===== src/rtl/dma_host_bus_master_if.sv =====
// Command/response handshake and DMA register-file pin bundle for dma_host_bus_master.
// The master modport is the initiator (DUT) view; slave is the command source / register-file side.
`timescale 1ns/1ps
interface dma_host_bus_master_if;
    logic        cmd_valid;
    logic        cmd_ready;
    logic [1:0]  cmd_op;
    logic [1:0]  cmd_chan;
    logic [15:0] cmd_addr;
    logic [15:0] cmd_count;
    logic [5:0]  cmd_mode;
    logic        rsp_valid;
    logic [15:0] rsp_data;
    logic        busy;
    logic        HLDA;
    logic        CS_N;
    logic        IOR_N;
    logic        IOW_N;
    logic [3:0]  A;
    logic [7:0]  DB_out;
    logic        DB_oe;
    logic [7:0]  DB_in;

    modport master (
        input  cmd_valid, cmd_op, cmd_chan, cmd_addr, cmd_count, cmd_mode, HLDA, DB_in,
        output cmd_ready, rsp_valid, rsp_data, busy, CS_N, IOR_N, IOW_N, A, DB_out, DB_oe
    );

    modport slave (
        output cmd_valid, cmd_op, cmd_chan, cmd_addr, cmd_count, cmd_mode, HLDA, DB_in,
        input  cmd_ready, rsp_valid, rsp_data, busy, CS_N, IOR_N, IOW_N, A, DB_out, DB_oe
    );
endinterface


===== src/rtl/dma_host_bus_master.sv =====
// Expands channel-level DMA commands into the 8-bit CS_N/IOR_N/IOW_N register cycles
// of the DMA register file, including byte-pointer flip-flop clears.
`timescale 1ns/1ps
module dma_host_bus_master #(
    parameter int unsigned IOW_PULSE = 2
) (
    input logic CLK,
    input logic RESET,
    dma_host_bus_master_if.master bus
);

    typedef enum logic [2:0] {
        S_IDLE, S_WAIT, S_SETUP, S_STROBE, S_HOLD, S_GAP, S_DONE
    } state_t;

    typedef enum logic [1:0] {
        OP_PROGRAM      = 2'd0,
        OP_READ_ADDR    = 2'd1,
        OP_READ_COUNT   = 2'd2,
        OP_MASTER_CLEAR = 2'd3
    } op_t;

    state_t      r_state;
    op_t         r_op;
    logic [1:0]  r_chan;
    logic [15:0] r_addr;
    logic [15:0] r_count;
    logic [5:0]  r_mode;
    logic [3:0]  r_step;
    logic [3:0]  r_strb_cnt;
    logic [7:0]  r_lo;
    logic [7:0]  r_hi;

    logic        r_cmd_ready;
    logic        r_rsp_valid;
    logic [15:0] r_rsp_data;
    logic        r_busy;
    logic        r_cs_n;
    logic        r_ior_n;
    logic        r_iow_n;
    logic [3:0]  r_a;
    logic [7:0]  r_db_out;
    logic        r_db_oe;

    logic [3:0]  w_reg_a;
    logic [7:0]  w_data;
    logic        w_rd;
    logic        w_last;
    logic [3:0]  w_chan_addr;
    logic [3:0]  w_chan_cnt;

    assign w_chan_addr = {1'b0, r_chan, 1'b0};
    assign w_chan_cnt  = {1'b0, r_chan, 1'b1};

    // Register address / data / direction for the current step of the latched command.
    always_comb begin
        w_reg_a = 4'hC;
        w_data  = '0;
        w_rd    = 1'b0;
        w_last  = 1'b0;
        case (r_op)
            OP_PROGRAM: begin
                w_last = (r_step == 4'd8);
                case (r_step)
                    4'd0: begin w_reg_a = 4'hA;        w_data = {6'b000001, r_chan}; end
                    4'd1, 4'd4: begin w_reg_a = 4'hC;  w_data = '0;                  end
                    4'd2: begin w_reg_a = w_chan_addr; w_data = r_addr[7:0];         end
                    4'd3: begin w_reg_a = w_chan_addr; w_data = r_addr[15:8];        end
                    4'd5: begin w_reg_a = w_chan_cnt;  w_data = r_count[7:0];        end
                    4'd6: begin w_reg_a = w_chan_cnt;  w_data = r_count[15:8];       end
                    4'd7: begin w_reg_a = 4'hB;        w_data = {r_mode, r_chan};    end
                    default: begin w_reg_a = 4'hA;     w_data = {6'b000000, r_chan}; end
                endcase
            end
            OP_READ_ADDR, OP_READ_COUNT: begin
                w_last = (r_step == 4'd2);
                if (r_step != 4'd0) begin
                    w_rd    = 1'b1;
                    w_reg_a = (r_op == OP_READ_COUNT) ? w_chan_cnt : w_chan_addr;
                end
            end
            default: begin
                w_last  = 1'b1;
                w_reg_a = 4'hD;
            end
        endcase
    end

    always_ff @(posedge CLK) begin
        if (RESET) begin
            r_state     <= S_IDLE;
            r_op        <= OP_PROGRAM;
            r_chan      <= '0;
            r_addr      <= '0;
            r_count     <= '0;
            r_mode      <= '0;
            r_step      <= '0;
            r_strb_cnt  <= '0;
            r_lo        <= '0;
            r_hi        <= '0;
            r_cmd_ready <= 1'b1;
            r_rsp_valid <= 1'b0;
            r_rsp_data  <= '0;
            r_busy      <= 1'b0;
            r_cs_n      <= 1'b1;
            r_ior_n     <= 1'b1;
            r_iow_n     <= 1'b1;
            r_a         <= '0;
            r_db_out    <= '0;
            r_db_oe     <= 1'b0;
        end else begin
            r_rsp_valid <= 1'b0;
            case (r_state)
                S_IDLE: begin
                    if (bus.cmd_valid && r_cmd_ready) begin
                        r_op        <= op_t'(bus.cmd_op);
                        r_chan      <= bus.cmd_chan;
                        r_addr      <= bus.cmd_addr;
                        r_count     <= bus.cmd_count;
                        r_mode      <= bus.cmd_mode;
                        r_step      <= '0;
                        r_cmd_ready <= 1'b0;
                        r_busy      <= 1'b1;
                        r_state     <= S_WAIT;
                    end
                end
                S_WAIT: begin
                    if (!bus.HLDA) begin
                        r_cs_n  <= 1'b0;
                        r_a     <= w_reg_a;
                        r_db_oe <= !w_rd;
                        if (!w_rd) r_db_out <= w_data;
                        r_state <= S_SETUP;
                    end
                end
                S_SETUP: begin
                    r_strb_cnt <= 4'(IOW_PULSE - 1);
                    if (w_rd) r_ior_n <= 1'b0;
                    else      r_iow_n <= 1'b0;
                    r_state <= S_STROBE;
                end
                S_STROBE: begin
                    if (r_strb_cnt == 4'd0) begin
                        r_ior_n <= 1'b1;
                        r_iow_n <= 1'b1;
                        // Read data is captured on the same edge that releases IOR_N.
                        if (w_rd) begin
                            if (r_step == 4'd1) r_lo <= bus.DB_in;
                            else                r_hi <= bus.DB_in;
                        end
                        r_state <= S_HOLD;
                    end else begin
                        r_strb_cnt <= r_strb_cnt - 4'd1;
                    end
                end
                S_HOLD: begin
                    r_cs_n  <= 1'b1;
                    r_db_oe <= 1'b0;
                    r_state <= S_GAP;
                end
                S_GAP: begin
                    if (w_last) begin
                        r_state <= S_DONE;
                    end else begin
                        r_step  <= r_step + 4'd1;
                        r_state <= S_WAIT;
                    end
                end
                default: begin
                    r_rsp_valid <= 1'b1;
                    r_rsp_data  <= (r_op == OP_READ_ADDR || r_op == OP_READ_COUNT) ? {r_hi, r_lo} : '0;
                    r_cmd_ready <= 1'b1;
                    r_busy      <= 1'b0;
                    r_state     <= S_IDLE;
                end
            endcase
        end
    end

    assign bus.cmd_ready = r_cmd_ready;
    assign bus.rsp_valid = r_rsp_valid;
    assign bus.rsp_data  = r_rsp_data;
    assign bus.busy      = r_busy;
    assign bus.CS_N      = r_cs_n;
    assign bus.IOR_N     = r_ior_n;
    assign bus.IOW_N     = r_iow_n;
    assign bus.A         = r_a;
    assign bus.DB_out    = r_db_out;
    assign bus.DB_oe     = r_db_oe;

endmodule


===== src/flat_wrapper.sv =====
// flat-port wrapper written by rule: the top's interface ports become plain ports
module dma_host_bus_master_flat 
#(
    parameter int unsigned IOW_PULSE = 2
)
  (CLK, RESET, bus_cmd_valid, bus_cmd_op, bus_cmd_chan, bus_cmd_addr, bus_cmd_count, bus_cmd_mode, bus_HLDA, bus_DB_in, bus_cmd_ready, bus_rsp_valid, bus_rsp_data, bus_busy, bus_CS_N, bus_IOR_N, bus_IOW_N, bus_A, bus_DB_out, bus_DB_oe);
  dma_host_bus_master_if bus_i ();
  input logic CLK;
  input logic RESET;
  input wire logic [$bits(bus_i.cmd_valid)-1:0] bus_cmd_valid;
  input wire logic [$bits(bus_i.cmd_op)-1:0] bus_cmd_op;
  input wire logic [$bits(bus_i.cmd_chan)-1:0] bus_cmd_chan;
  input wire logic [$bits(bus_i.cmd_addr)-1:0] bus_cmd_addr;
  input wire logic [$bits(bus_i.cmd_count)-1:0] bus_cmd_count;
  input wire logic [$bits(bus_i.cmd_mode)-1:0] bus_cmd_mode;
  input wire logic [$bits(bus_i.HLDA)-1:0] bus_HLDA;
  input wire logic [$bits(bus_i.DB_in)-1:0] bus_DB_in;
  output wire logic [$bits(bus_i.cmd_ready)-1:0] bus_cmd_ready;
  output wire logic [$bits(bus_i.rsp_valid)-1:0] bus_rsp_valid;
  output wire logic [$bits(bus_i.rsp_data)-1:0] bus_rsp_data;
  output wire logic [$bits(bus_i.busy)-1:0] bus_busy;
  output wire logic [$bits(bus_i.CS_N)-1:0] bus_CS_N;
  output wire logic [$bits(bus_i.IOR_N)-1:0] bus_IOR_N;
  output wire logic [$bits(bus_i.IOW_N)-1:0] bus_IOW_N;
  output wire logic [$bits(bus_i.A)-1:0] bus_A;
  output wire logic [$bits(bus_i.DB_out)-1:0] bus_DB_out;
  output wire logic [$bits(bus_i.DB_oe)-1:0] bus_DB_oe;
  assign bus_i.cmd_valid = bus_cmd_valid;
  assign bus_i.cmd_op = bus_cmd_op;
  assign bus_i.cmd_chan = bus_cmd_chan;
  assign bus_i.cmd_addr = bus_cmd_addr;
  assign bus_i.cmd_count = bus_cmd_count;
  assign bus_i.cmd_mode = bus_cmd_mode;
  assign bus_i.HLDA = bus_HLDA;
  assign bus_i.DB_in = bus_DB_in;
  assign bus_cmd_ready = bus_i.cmd_ready;
  assign bus_rsp_valid = bus_i.rsp_valid;
  assign bus_rsp_data = bus_i.rsp_data;
  assign bus_busy = bus_i.busy;
  assign bus_CS_N = bus_i.CS_N;
  assign bus_IOR_N = bus_i.IOR_N;
  assign bus_IOW_N = bus_i.IOW_N;
  assign bus_A = bus_i.A;
  assign bus_DB_out = bus_i.DB_out;
  assign bus_DB_oe = bus_i.DB_oe;
  dma_host_bus_master #(.IOW_PULSE(IOW_PULSE)) u_core (.CLK(CLK), .RESET(RESET), .bus(bus_i));
endmodule

===== config.mk =====
export PLATFORM = sky130hd
export DESIGN_NAME = dma_host_bus_master_flat
export DESIGN_NICKNAME = d
export VERILOG_FILES = /design/src/rtl/dma_host_bus_master_if.sv /design/src/rtl/dma_host_bus_master.sv /design/src/flat_wrapper.sv
export SDC_FILE = /design/constraint.sdc
export NUM_CORES = 1
export LEC_CHECK = 0
export BUFFER_PORTS_ARGS = -buffer_cell sky130_fd_sc_hd__buf_2
export CAP_MARGIN = 20
export CELL_PAD_IN_SITES_DETAIL_PLACEMENT = 1
export CELL_PAD_IN_SITES_GLOBAL_PLACEMENT = 2
export CORE_MARGIN = 2
export CORE_UTILIZATION = 33
export DETAILED_ROUTE_END_ITERATION = 7
export GPL_TIMING_DRIVEN = 1
export PLACE_DENSITY_LB_ADDON = 0.1
export SLEW_MARGIN = 10
export SYNTH_ARGS = -nofsm -noshare
export SYNTH_HDL_FRONTEND = slang
export SYNTH_SLANG_ARGS = --single-unit

===== constraint.sdc =====
create_clock -name CLK -period 2.3 [get_ports CLK]
set_input_delay 0.23 -clock CLK [delete_from_list [all_inputs] [get_ports CLK]]
set_output_delay 0.23 -clock CLK [all_outputs]
set_load 0.05 [all_outputs]

# ---- Word level (Yosys, flattened, before mapping)
# Cells that the tools add are included.
dict set report totals {
  register_bits 104
  out_inout_bits 35
}
dict set report op_classes {
  addsub 2
  n_eq_ne 22
  mux 34
  n_bitwise 4
  n_reduce_logical 29
}
# operator count
set ops {}
lappend ops {{case mux 8 bit (7 select lines)} 1}
lappend ops {{case mux 4 bit (2 select lines)} 3}
lappend ops {{case mux 3 bit (6 select lines)} 1}
lappend ops {{== test 4 x 3 -> 1 bit, second input constant} 4}
lappend ops {{2-to-1 mux 16 bit} 1}
lappend ops {{2-to-1 mux 4 bit} 4}
lappend ops {{case mux 4 bit (4 select lines)} 1}
lappend ops {{AND reduction 3 bit} 5}
lappend ops {{case mux 1 bit (2 select lines)} 7}
lappend ops {{2-to-1 mux 3 bit} 4}
lappend ops {{2-to-1 mux 1 bit} 11}
lappend ops {{AND reduction 2 bit} 5}
lappend ops {{== test 4 x 2 -> 1 bit, second input constant} 2}
lappend ops {{zero test 4 bit} 2}
lappend ops {{2-to-1 mux 8 bit} 1}
lappend ops {{!= test 2 bit, second input constant} 4}
lappend ops {{AND reduction 4 bit} 2}
lappend ops {{OR reduction 2 bit} 4}
lappend ops {{== test 3 x 2 -> 1 bit, second input constant} 2}
lappend ops {{== test 3 bit, second input constant} 2}
lappend ops {{!= test 2 x 1 -> 1 bit, second input constant} 3}
lappend ops {{nonzero test 2 bit} 3}
lappend ops {{OR reduction 6 bit} 1}
lappend ops {{OR reduction 5 bit} 1}
lappend ops {{14 further kinds} 17}

# ---- Depth between registers and ports, before layout
# Gate-level depths: netlist (run 1).
dict set report depth {
  depth_word 6
  ltp_mapped 9
  depth_no_buf 6
}

# ---- Least setup slack after synthesis (run 1)
# Ideal clock, no wire load.
dict set report synth_path {
  path_type {register to register}
  start {reg u_core.r_step[0]}
  end {reg u_core.r_hi[0]}
  setup_ns 0.119
  arrival_time_ns 1.764
  t_required_ns 2.181
  setup_slack_ns 0.417
  stages_incl_launch_ff 10
  cell_sequence {dfxtp_1 -> inv_1 -> ha_1 -> buf_4 -> or3b_4 -> and2_1 -> buf_2 -> and3_1 -> buf_6 -> mux2i_1}
}
dict set report synth_via {
  elab_chain_len 4
}
# element line
set synth_rtl {}
lappend synth_rtl {{from (decl)} dma_host_bus_master.sv:29} ;# logic [3:0] r_step;
lappend synth_rtl {{from (signal assigned)} dma_host_bus_master.sv:165} ;# r_step <= r_step + 4'd1;
lappend synth_rtl {{nonzero test 4 bit} dma_host_bus_master.sv:77} ;# if (r_step != 4'd0) begin
lappend synth_rtl {{2-to-1 mux 1 bit} dma_host_bus_master.sv:77}
lappend synth_rtl {{2-to-1 mux 1 bit} dma_host_bus_master.sv:61} ;# case (r_op)
lappend synth_rtl {{AND reduction 4 bit (no source line) (*)} --}
lappend synth_rtl {{to (signal assigned)} dma_host_bus_master.sv:149} ;# else r_hi <= bus.DB_in;
lappend synth_rtl {{to (decl)} dma_host_bus_master.sv:32} ;# logic [7:0] r_hi;
# Mark *: on every way between the ends. The rest lies on a longest branch, timed or not.
# A chain may end at the register's enable or synchronous reset.

# ---- Worst setup path in the final report (run 1)
# Ends and elaborated chain as after synthesis.

==> results of run 1 <==
[how the worst max path moves through the flow]
stage | from | to | slack (ps) | cells past startpoint
after global placement | u_core.r_step[0] | u_core.r_hi[7] | 280 | 6
final | u_core.r_step[0] | u_core.r_hi[0] | 140 | 6
after CTS | u_core.r_step[0] | u_core.r_hi[0] | 110 | 6
after floorplan | u_core.r_step[0] | u_core.r_hi[0] | 420 | 9
after detailed placement | u_core.r_step[0] | u_core.r_hi[1] | 160 | 6
after global routing | u_core.r_step[0] | u_core.r_hi[0] | 20 | 6
[area by class of cell]
cell class	count	area share
clock buffers	9	0.04166
inverters	8	0.005554
repair buffers	105	0.1074
clock inverters	7	0.01875
well taps	176	0.04073
multi-input cells	350	0.4008
flip-flops and latches	104	0.3851
[routing by layer]
metal / GRT usage / vias up / share of wire
met3: 0.04800 / 12 / 0.041
met4: 0.04559 / 0 / 0.0095
met5: 0 / - / 0
met1: 0.2304 / 1872 / 0.47
met2: 0.3068 / 70 / 0.48
li1: - / 1914 / -
[kinds of logic (layout without fill, tap and decap cells)]
group	count (synthesis)	count (layout)	share of synthesized area
buffers and inverters	47	129	0.04392
muxes	19	19	0.04335
adders and majority gates	8	8	0.02252
AOI/OAI and AO/OA	125	125	0.1951
and+or+nand+nor	196	196	0.2227
DFF	104	104	0.4685
xor gates and xnor gates	2	2	0.003942
[critical path, stage by stage (launching register included)]
cell     delay, ps
dfxtp_1        390
inv_1          110
ha_1           220
or3b_4         260
and2_1         300
and3_1         550
mux2i_1        260
[through the flow]
| stage | power [mW] | utilization | hold WS, ps | std cells |
|---|---|---|---|---|
| 2_1_floorplan | 2.561 | - | 366.0 | 501 |
| 3_3_place_gp | 2.820 | 0.3851 | 436.8 | 743 |
| 3_5_place_dp | 2.836 | 0.3851 | 448.2 | 743 |
| 4_1_cts | 4.538 | 0.4099 | 96.13 | 759 |
| 5_1_grt | 4.695 | 0.4099 | 102.6 | 759 |
| 6_report | 4.462 | 0.4099 | 109.8 | 759 |
[flip-flops by register name, summed over array words and instances (netlist names), 4 cells and up]
| register | flops |
|---|---|
| u_core.bus.DB_out | 8 |
| u_core.r_hi | 8 |
| u_core.r_mode | 6 |
| u_core.r_strb_cnt | 4 |
| u_core.r_lo | 8 |
| u_core.bus.rsp_data | 16 |
| u_core.bus.A | 4 |
| u_core.r_count | 16 |
| u_core.r_step | 4 |
| u_core.r_addr | 16 |
[synth_stat cells (3+ instances only)]
cell type / number / area [µm²]
buf_2: 3 / 15.01
a211oi_1: 4 / 30.03
nor3b_1: 3 / 22.52
clkbuf_1: 31 / 116.4
nand2_1: 102 / 382.9
a22oi_1: 3 / 22.52
a221oi_1: 9 / 78.83
nand2b_1: 31 / 193.9
nor3_1: 9 / 45.04
or3_1: 3 / 18.77
and2_1: 5 / 31.28
inv_1: 8 / 30.03
a222oi_1: 6 / 60.06
o21ai_0: 4 / 20.02
a22o_1: 21 / 183.9
nor2_1: 15 / 56.30
mux2i_1: 17 / 170.2
dfxtp_1: 104 / 2082
and3_1: 5 / 31.28
ha_1: 8 / 100.1
a21oi_1: 58 / 290.3
nand3_1: 3 / 15.01
[power by group]
part | internal, mW | switching (mW)
sequential | 1.94 | 0.0831
clock | 0.965 | 0.714
combinational | 0.257 | 0.506
total | 3.16 | 1.30
==> impl_metrics.env, run 1 <==
export IMPL_place_area_um2=5080
export IMPL_outcome="complete, no violations"
export IMPL_clkLatencyLatePin_ps=360
export IMPL_holdCritStartpoint="bus_cmd_op[0]"
export IMPL_critPathArrivalTime_ps=2440
export IMPL_fillerInstances=1589
export IMPL_cts_reportedPaths_clkPinSlew_ps=70
export IMPL_fp_dieArea_um2=14410
export IMPL_boundaryPins=89
export IMPL_report_final_hold_viol_count=0
export IMPL_maxSlewHeadroom=0.5437
export IMPL_setup_slack_ps=135.8
export IMPL_most_common_layout_cells="104 x dfxtp_1, 102 x nand2_1, 88 x buf_2"
export IMPL_drc=0
export IMPL_tightest_slew_ps=681.9
export IMPL_dr_total_vias=3868
export IMPL_dp_hpwl_mm=8.761
export IMPL_highest_ir_drop_seen_on_vdd_v=0.0004419
export IMPL_worst_r2r_cell_count=6
export IMPL_port_buffers=88
export IMPL_fmax_mhz=462.1
export IMPL_number_of_diodes=0
export IMPL_post_cts_hold_buffer_count=0
export IMPL_final_tns_setup_ps=0
export IMPL_syn_cell_area_um2=4444
export IMPL_gpl_final_weighted_congestion=0.7462
export IMPL_layout_cells_most_common="dfxtp_1"
export IMPL_cts_buffers_inserted=9
export IMPL_floorplan_initialDensity=0.3369
export IMPL_crit_path_class="flop to flop"
export IMPL_rsz0062_at_grt="false"
export IMPL_setup_viol=0
export IMPL_tritoncts="yes"
export IMPL_whs_path_depth=3
export IMPL_drt_pass1_iter_count=5
export IMPL_grtUsageTotal=0.1819
export IMPL_synth_fp_nets=563
export IMPL_multi_input_area_um2=2167
export IMPL_die_h_um=120.1
export IMPL_synth_cell_type_count=59
export IMPL_timing_max_cap_violations=0
export IMPL_detail_route_vias_per_cell=5.096
export IMPL_final_min_period_over_clock_period=0.9410
export IMPL_layout_area_seq_um2=2082
export IMPL_final_max_slew_violation_count=0
export IMPL_synth_seq_area_share=0.4685
export IMPL_finish_net_count=640
export IMPL_worst_hold_path_endpoint="u_core.r_op[0]"
export IMPL_timing_critical_path_to_type="flop"
export IMPL_layout_min_cycle_time_ps=2164
export IMPL_grt_first_pass_wirelength_mm=20.56
export IMPL_post_route_cells_drive_above_1_share=0.2333
export IMPL_detail_route_wl_per_cell_um=16.70
export IMPL_setup_worst_path_start_class="flop"
export IMPL_critical_path_peak_fanout=8
export IMPL_die_w_um=120.1
export IMPL_setup_reg_to_reg_worst_slack_ps=140
export IMPL_synth_warnings=0
export IMPL_power_density_cell_area_nw_per_um2=825.3
export IMPL_h_tree_levels=3
export IMPL_antenna_found_initial=0
export IMPL_layout_cell_area_non_filler_um2=5406
export IMPL_hp_class="primary input to flop"
export IMPL_worst_r2r_endpoint="u_core.r_hi[0]"
export IMPL_wire_length_reported_by_the_detailed_router_mm=12.67
export IMPL_core_area_um2=13190
export IMPL_static_leakage_power_nw=2.225
export IMPL_maximum_number_of_pins_on_one_net_before_global_route_repair=66
export IMPL_clock_root_buffer="clkbuf_16"
export IMPL_clock_tree_buffer_depth=2
export IMPL_critPathRequiredTime_ps=2580
export IMPL_syn_inst=501
export IMPL_vias_in_the_first_global_route=3915
export IMPL_reg2reg_from="u_core.r_step[0]"
export IMPL_drt_antenna_violating_nets=0
export IMPL_fp_row_count=42
export IMPL_synth_edf_count=0
export IMPL_post_cts_resized=0
export IMPL_detail_route_iter0_violations=285
export IMPL_dominantRegCellSynth="dfxtp_1"
export IMPL_syn2layout_area_growth_pct=21.65
export IMPL_avgSynthCellArea_um2=8.871
export IMPL_cts_sinks=104
export IMPL_total_of_flip_flops_plus_latches_after_synthesis=104
export IMPL_clock_skew_final_ps=7.623
export IMPL_synth_async_reset_ratio=0
export IMPL_place_ws_ps=158.6
export IMPL_cts_setup_buffers=0
export IMPL_gr_total_overflow=0
Note: power is estimated with default switching activity, not from simulation.
==> inputs of run 2 (changes only) <==
CORE_MARGIN = 1.5   (was 2)
==> run 2 against run 1 <==
Critical path type unchanged. Flip-flop and latch count stayed put. Combinational power is 2% lower. Count of clock-buffer cells in the layout unchanged. Die area down 1.7%. Design area decreased by 0.28%. Core utilization down 0.11 points. Via count down 0.28%. Sequential power about the same. Final cell count increased by 0.13%. Largest cell class unchanged. Worst setup slack improved by 63 ps. First-iteration DRC count is 46% lower.
==> impl_metrics.env, run 2 (same netlist as run 1, synthesis figures left out) <==
export IMPL_topRoutingLayerUsed="met4"
export IMPL_post_cts_hold_buffer_count=0
export IMPL_critPathRequiredTime_ps=2580
export IMPL_critical_path_top_delay_family="simple AND/OR/NAND/NOR gates"
export IMPL_timing_critical_path_to_type="flop"
export IMPL_maximum_number_of_pins_on_one_net_before_global_route_repair=63
export IMPL_fin_worst_hold_slack_ps=107.2
export IMPL_cts_reportedPaths_clkPinSlew_ps=70
export IMPL_reg2reg_from="u_core.r_step[0]"
export IMPL_die_h_um=119.1
export IMPL_routed_wl_met3_um=396
export IMPL_rsz0062_at_grt="false"
export IMPL_clock_tree_buffer_depth=2
export IMPL_setup_viol=0
export IMPL_fp_row_count=42
export IMPL_post_cts_resized=0
export IMPL_drc=0
export IMPL_static_leakage_power_nw=2.226
export IMPL_holdCritStartpoint="bus_cmd_mode[0]"
export IMPL_final_tns_setup_ps=0
export IMPL_tightest_slew_ps=677.2
export IMPL_power_density_cell_area_nw_per_um2=806.2
export IMPL_critical_path_cell_by_cell="inv_1, ha_1, or3b_4, and2_1, and3_1, mux2i_1"
export IMPL_most_common_layout_cells="104 x dfxtp_1, 102 x nand2_1, 88 x buf_2"
export IMPL_grtUsageTotal=0.1824
export IMPL_clock_root_buffer="clkbuf_16"
export IMPL_cts_buffers_inserted=9
export IMPL_hp_class="primary input to flop"
export IMPL_finish_net_count=641
export IMPL_h_tree_levels=3
export IMPL_worstPathBufferInverterCount=1
export IMPL_fp_dieArea_um2=14170
export IMPL_critPathArrivalTime_ps=2380
export IMPL_maxSlewHeadroom=0.5469
export IMPL_drt_antenna_violating_nets=0
export IMPL_post_route_cells_drive_above_1_share=0.2346
export IMPL_gr_total_overflow=0
export IMPL_fillerInstances=1594
export IMPL_detail_route_vias_per_cell=5.075
export IMPL_layout_cells_most_common="dfxtp_1"
export IMPL_grt_first_pass_wirelength_mm=20.51
export IMPL_dp_hpwl_mm=8.770
export IMPL_detail_route_iter0_violations=155
export IMPL_setup_worst_path_start_class="flop"
export IMPL_cts_setup_buffers=0
export IMPL_dr_total_vias=3857
export IMPL_core_area_um2=13190
export IMPL_die_w_um=119.1
export IMPL_total_power_mw=4.347
export IMPL_antenna_found_initial=0
export IMPL_slowest_delay_ps=530
export IMPL_cts_sinks=104
export IMPL_syn2layout_area_growth_pct=21.31
export IMPL_crit_path_class="flop to flop"
export IMPL_boundaryPins=89
export IMPL_met2RoutedLength_mm=6.083
export IMPL_gpl_final_weighted_congestion=0.7497
export IMPL_final_min_period_over_clock_period=0.9138
export IMPL_outcome="complete, no violations"
export IMPL_final_max_slew_violation_count=0
export IMPL_drt_pass1_iter_count=6
export IMPL_highest_ir_drop_seen_on_vdd_v=0.0003867
export IMPL_layout_cell_area_non_filler_um2=5391
export IMPL_critical_path_peak_fanout=8
export IMPL_vias_in_the_first_global_route=4038
export IMPL_place_area_um2=5087
export IMPL_worstSetupStartpoint="u_core.r_step[0]"
export IMPL_clkLatencyLatePin_ps=350
export IMPL_wl_met1_mm=5.592
export IMPL_number_of_diodes=0
export IMPL_detail_route_wl_per_cell_um=16.09
export IMPL_clock_skew_final_ps=6.051
export IMPL_wire_length_reported_by_the_detailed_router_mm=12.23
export IMPL_tritoncts="yes"
export IMPL_layout_min_cycle_time_ps=2102
export IMPL_timing_max_cap_violations=0
export IMPL_report_final_hold_viol_count=0
export IMPL_port_buffers=88
export IMPL_slowest_stage="and3_1"
export IMPL_fmax_mhz=475.8
export IMPL_floorplan_initialDensity=0.3369
## run 2: changes by cell type in the layout (fill, tap and decap cells not counted), sizes merged
| cell | previous run | this run |
|---|---|---|
| clkinv | 0 | 3 |
| clkinvlp | 2 | 0 |
| buf | 105 | 106 |
| bufinv | 2 | 1 |
## run 2: layout make-up
cell class | count | area [µm²] | area share
Clock inverter | 7 | 78.83 | 0.01462
Inverter | 8 | 30.03 | 0.005570
Sequential cell | 104 | 2082 | 0.3862
Clock buffer | 9 | 225.2 | 0.04177
Multi-Input combinational cell | 350 | 2167 | 0.4019
Tap cell | 176 | 220.2 | 0.04084
Timing Repair Buffer | 106 | 588.1 | 0.1091
## run 2: worst paths after layout
path                            slack [ps]          endpoint  cells past startpoint
worst min register to register         460  u_core.r_addr[2]                      2
worst min-delay path                   110  u_core.r_mode[0]                      3
worst max-delay path                   200    u_core.r_hi[5]                      6
worst max register to register         200    u_core.r_hi[5]                      6
## run 2: stage by stage
step	util	std cells	setup slack [ps]
after global routing	0.4087	760	26.72
after global placement	0.3857	744	230.7
final	0.4087	760	198.3
after CTS	0.4087	760	177.7
after floorplan	-	501	417.1
after detailed placement	0.3857	744	206.6
## run 2: worst register-to-register path: cells and delay by family (launching register included)
| family | cells | cell delay, ps |
|---|---|---|
| DFF | 1 | 380 |
| and+or+nand+nor | 3 | 1070 |
| adders and majority gates | 1 | 210 |
| buffers and inverters | 1 | 100 |
| muxes | 1 | 250 |
## run 2: where the power goes
part           switching [mW]  total, mW  internal, mW
Clock                   0.719       1.58         0.858
Combinational           0.498      0.751         0.253
Sequential             0.0832       2.02          1.94
## run 2: per-layer routing
metal  track usage  up-vias
li1              -     1916
met1        0.2205     1867
met2        0.3244       62
met3       0.04119       12
met4       0.04970        0
met5             0        -
==> inputs of run 3 (changes only) <==
PLACE_DENSITY = 0.84   (was unset)
PLACE_DENSITY_LB_ADDON = unset   (was 0.1)
clock period = 2 ns   (was 2.3 ns; I/O delays follow)
==> run 3 against run 2 <==
Global-route usage rose by 0.17 points. Sequential share of layout area down 0.75 points. Clock power up 22%. Core utilization up 0.86 points. First-iteration DRC count rose by 39%. Sequential power rose by 15%. Non-clock buffer count rose by 5. Combinational power is 20% higher. Final cell count is 0.53% higher. Wire length grew 2.5%.
==> impl_metrics.env, run 3 (same netlist as run 1, synthesis figures left out) <==
export IMPL_outcome="complete, no violations"
export IMPL_clock_skew_final_ps=8.430
export IMPL_detail_route_iter0_violations=215
export IMPL_tightest_slew_ps=656.9
export IMPL_sw_frac_of_total=0.2847
export IMPL_timing_max_cap_violations=0
export IMPL_detail_route_wl_per_cell_um=16.40
export IMPL_drc=0
export IMPL_hp_class="primary input to flop"
export IMPL_drt_pass1_iter_count=4
export IMPL_layout_min_cycle_time_ps=1912
export IMPL_final_tns_setup_ps=0
export IMPL_fp_row_count=42
export IMPL_tritoncts="yes"
export IMPL_die_h_um=119.1
export IMPL_critPathArrivalTime_ps=2160
export IMPL_die_w_um=119.1
export IMPL_vias_in_the_first_global_route=4020
export IMPL_internal_power_mw=3.675
export IMPL_wire_length_reported_by_the_detailed_router_mm=12.53
export IMPL_number_of_diodes=0
export IMPL_detail_route_vias_per_cell=5.113
export IMPL_clock_tree_buffer_depth=2
export IMPL_cts_buffers_inserted=9
export IMPL_report_final_hold_viol_count=0
export IMPL_core_area_um2=13190
export IMPL_combinationalPowerShare=0.175
export IMPL_setup_slack_ps=87.97
export IMPL_finish_net_count=646
export IMPL_power_switching_mw=1.463
export IMPL_gpl_final_weighted_congestion=0.7947
export IMPL_timing_critical_path_to_type="flop"
export IMPL_dp_hpwl_mm=8.853
export IMPL_gr_total_overflow=0
export IMPL_drt_antenna_violating_nets=0
export IMPL_antenna_found_initial=0
export IMPL_post_cts_hold_buffer_count=0
export IMPL_fp_dieArea_um2=14170
export IMPL_setup_worst_path_start_class="flop"
export IMPL_clock_root_buffer="clkbuf_16"
export IMPL_power_density_cell_area_nw_per_um2=933.4
export IMPL_maxSlewHeadroom=0.5621
export IMPL_critical_path_peak_fanout=8
export IMPL_grtUsageTotal=0.1842
export IMPL_h_tree_levels=3
export IMPL_power_clock_fraction=0.373
export IMPL_rsz0062_at_grt="false"
export IMPL_static_leakage_power_nw=2.269
export IMPL_final_max_slew_violation_count=0
export IMPL_fmax_mhz=523.0
export IMPL_floorplan_initialDensity=0.3369
export IMPL_most_common_layout_cells="102 x nand2_1, 102 x dfxtp_1, 88 x buf_2"
export IMPL_place_ws_ps=-130.0
export IMPL_dr_total_vias=3906
export IMPL_crit_path_class="flop to flop"
export IMPL_fin_worst_hold_slack_ps=76.86
export IMPL_critPathRequiredTime_ps=2250
export IMPL_boundaryPins=89
export IMPL_highest_ir_drop_seen_on_vdd_v=0.0003783
export IMPL_power_frac_seq=0.452
export IMPL_port_buffers=88
export IMPL_syn2layout_area_growth_pct=23.87
export IMPL_grt_first_pass_wirelength_mm=20.58
export IMPL_maximum_number_of_pins_on_one_net_before_global_route_repair=48
export IMPL_total_power_mw=5.138
export IMPL_cts_sinks=104
export IMPL_final_min_period_over_clock_period=0.9560
export IMPL_clkLatencyLatePin_ps=360
export IMPL_post_route_cells_drive_above_1_share=0.2551
export IMPL_cts_reportedPaths_clkPinSlew_ps=70
export IMPL_setup_viol=0
-- run 3: area by class of cell --
class / count / area (µm²)
Tap cell: 176 / 220.2
Clock buffer: 11 / 242.7
Timing Repair Buffer: 111 / 650.6
Multi-Input combinational cell: 350 / 2200
Inverter: 8 / 30.03
Clock inverter: 4 / 77.57
Fill cell: 1570 / 7685
Sequential cell: 104 / 2085
-- run 3: critical path, stage by stage, from the launching register on --
cell     delay (ps)
dfxtp_2         380
inv_2            80
ha_1            220
buf_4           170
and4b_1         240
nor4_2          240
buf_4           190
nand4_1         140
mux2i_1         140
-- run 3: routing by layer --
layer / wire length, µm / vias to the layer above / track usage
li1: - / 1925 / -
met1: 5647 / 1878 / 0.2250
met2: 6050 / 85 / 0.3129
met3: 563 / 18 / 0.04406
met4: 270 / 0 / 0.07078
met5: 0 / - / 0
-- run 3: metrics by stage --
stage | instances | util | area (µm²)
after floorplan | 501 | - | 4444
after global placement | 747 | 0.3893 | 5135
after detailed placement | 747 | 0.3893 | 5135
after CTS | 762 | 0.4142 | 5464
after global routing | 764 | 0.4174 | 5505
final | 764 | 0.4174 | 5505
-- run 3: path summary, 6_finish.rpt --
| check | startpoint | end | slack, ps | cells past startpoint |
|---|---|---|---|---|
| min reg2reg | u_core.bus.busy | u_core.bus.busy | 450 | 2 |
| max reg2reg | u_core.r_step[0] | u_core.r_step[3] | 90 | 8 |
| max | u_core.r_step[0] | u_core.r_step[3] | 90 | 8 |
| min | bus_cmd_addr[12] | u_core.r_addr[12] | 80 | 3 |
-- run 3: power by group through the flow --
stage | clock (mW) | combinational [mW] | sequential (mW)
detailed placement | 0 | 0.896 | 2.37
global route | 2.04 | 1.00 | 2.34
floorplan | 0 | 0.482 | 2.46
CTS | 1.96 | 0.902 | 2.32
global placement | 0 | 0.866 | 2.37
finish | 1.92 | 0.898 | 2.32
-- run 3: timing repair --
item,in CTS,in global routing
gates resized for setup,3,11
pin swaps,0,1
buffers inserted,0,2
setup endpoints to repair,15,22
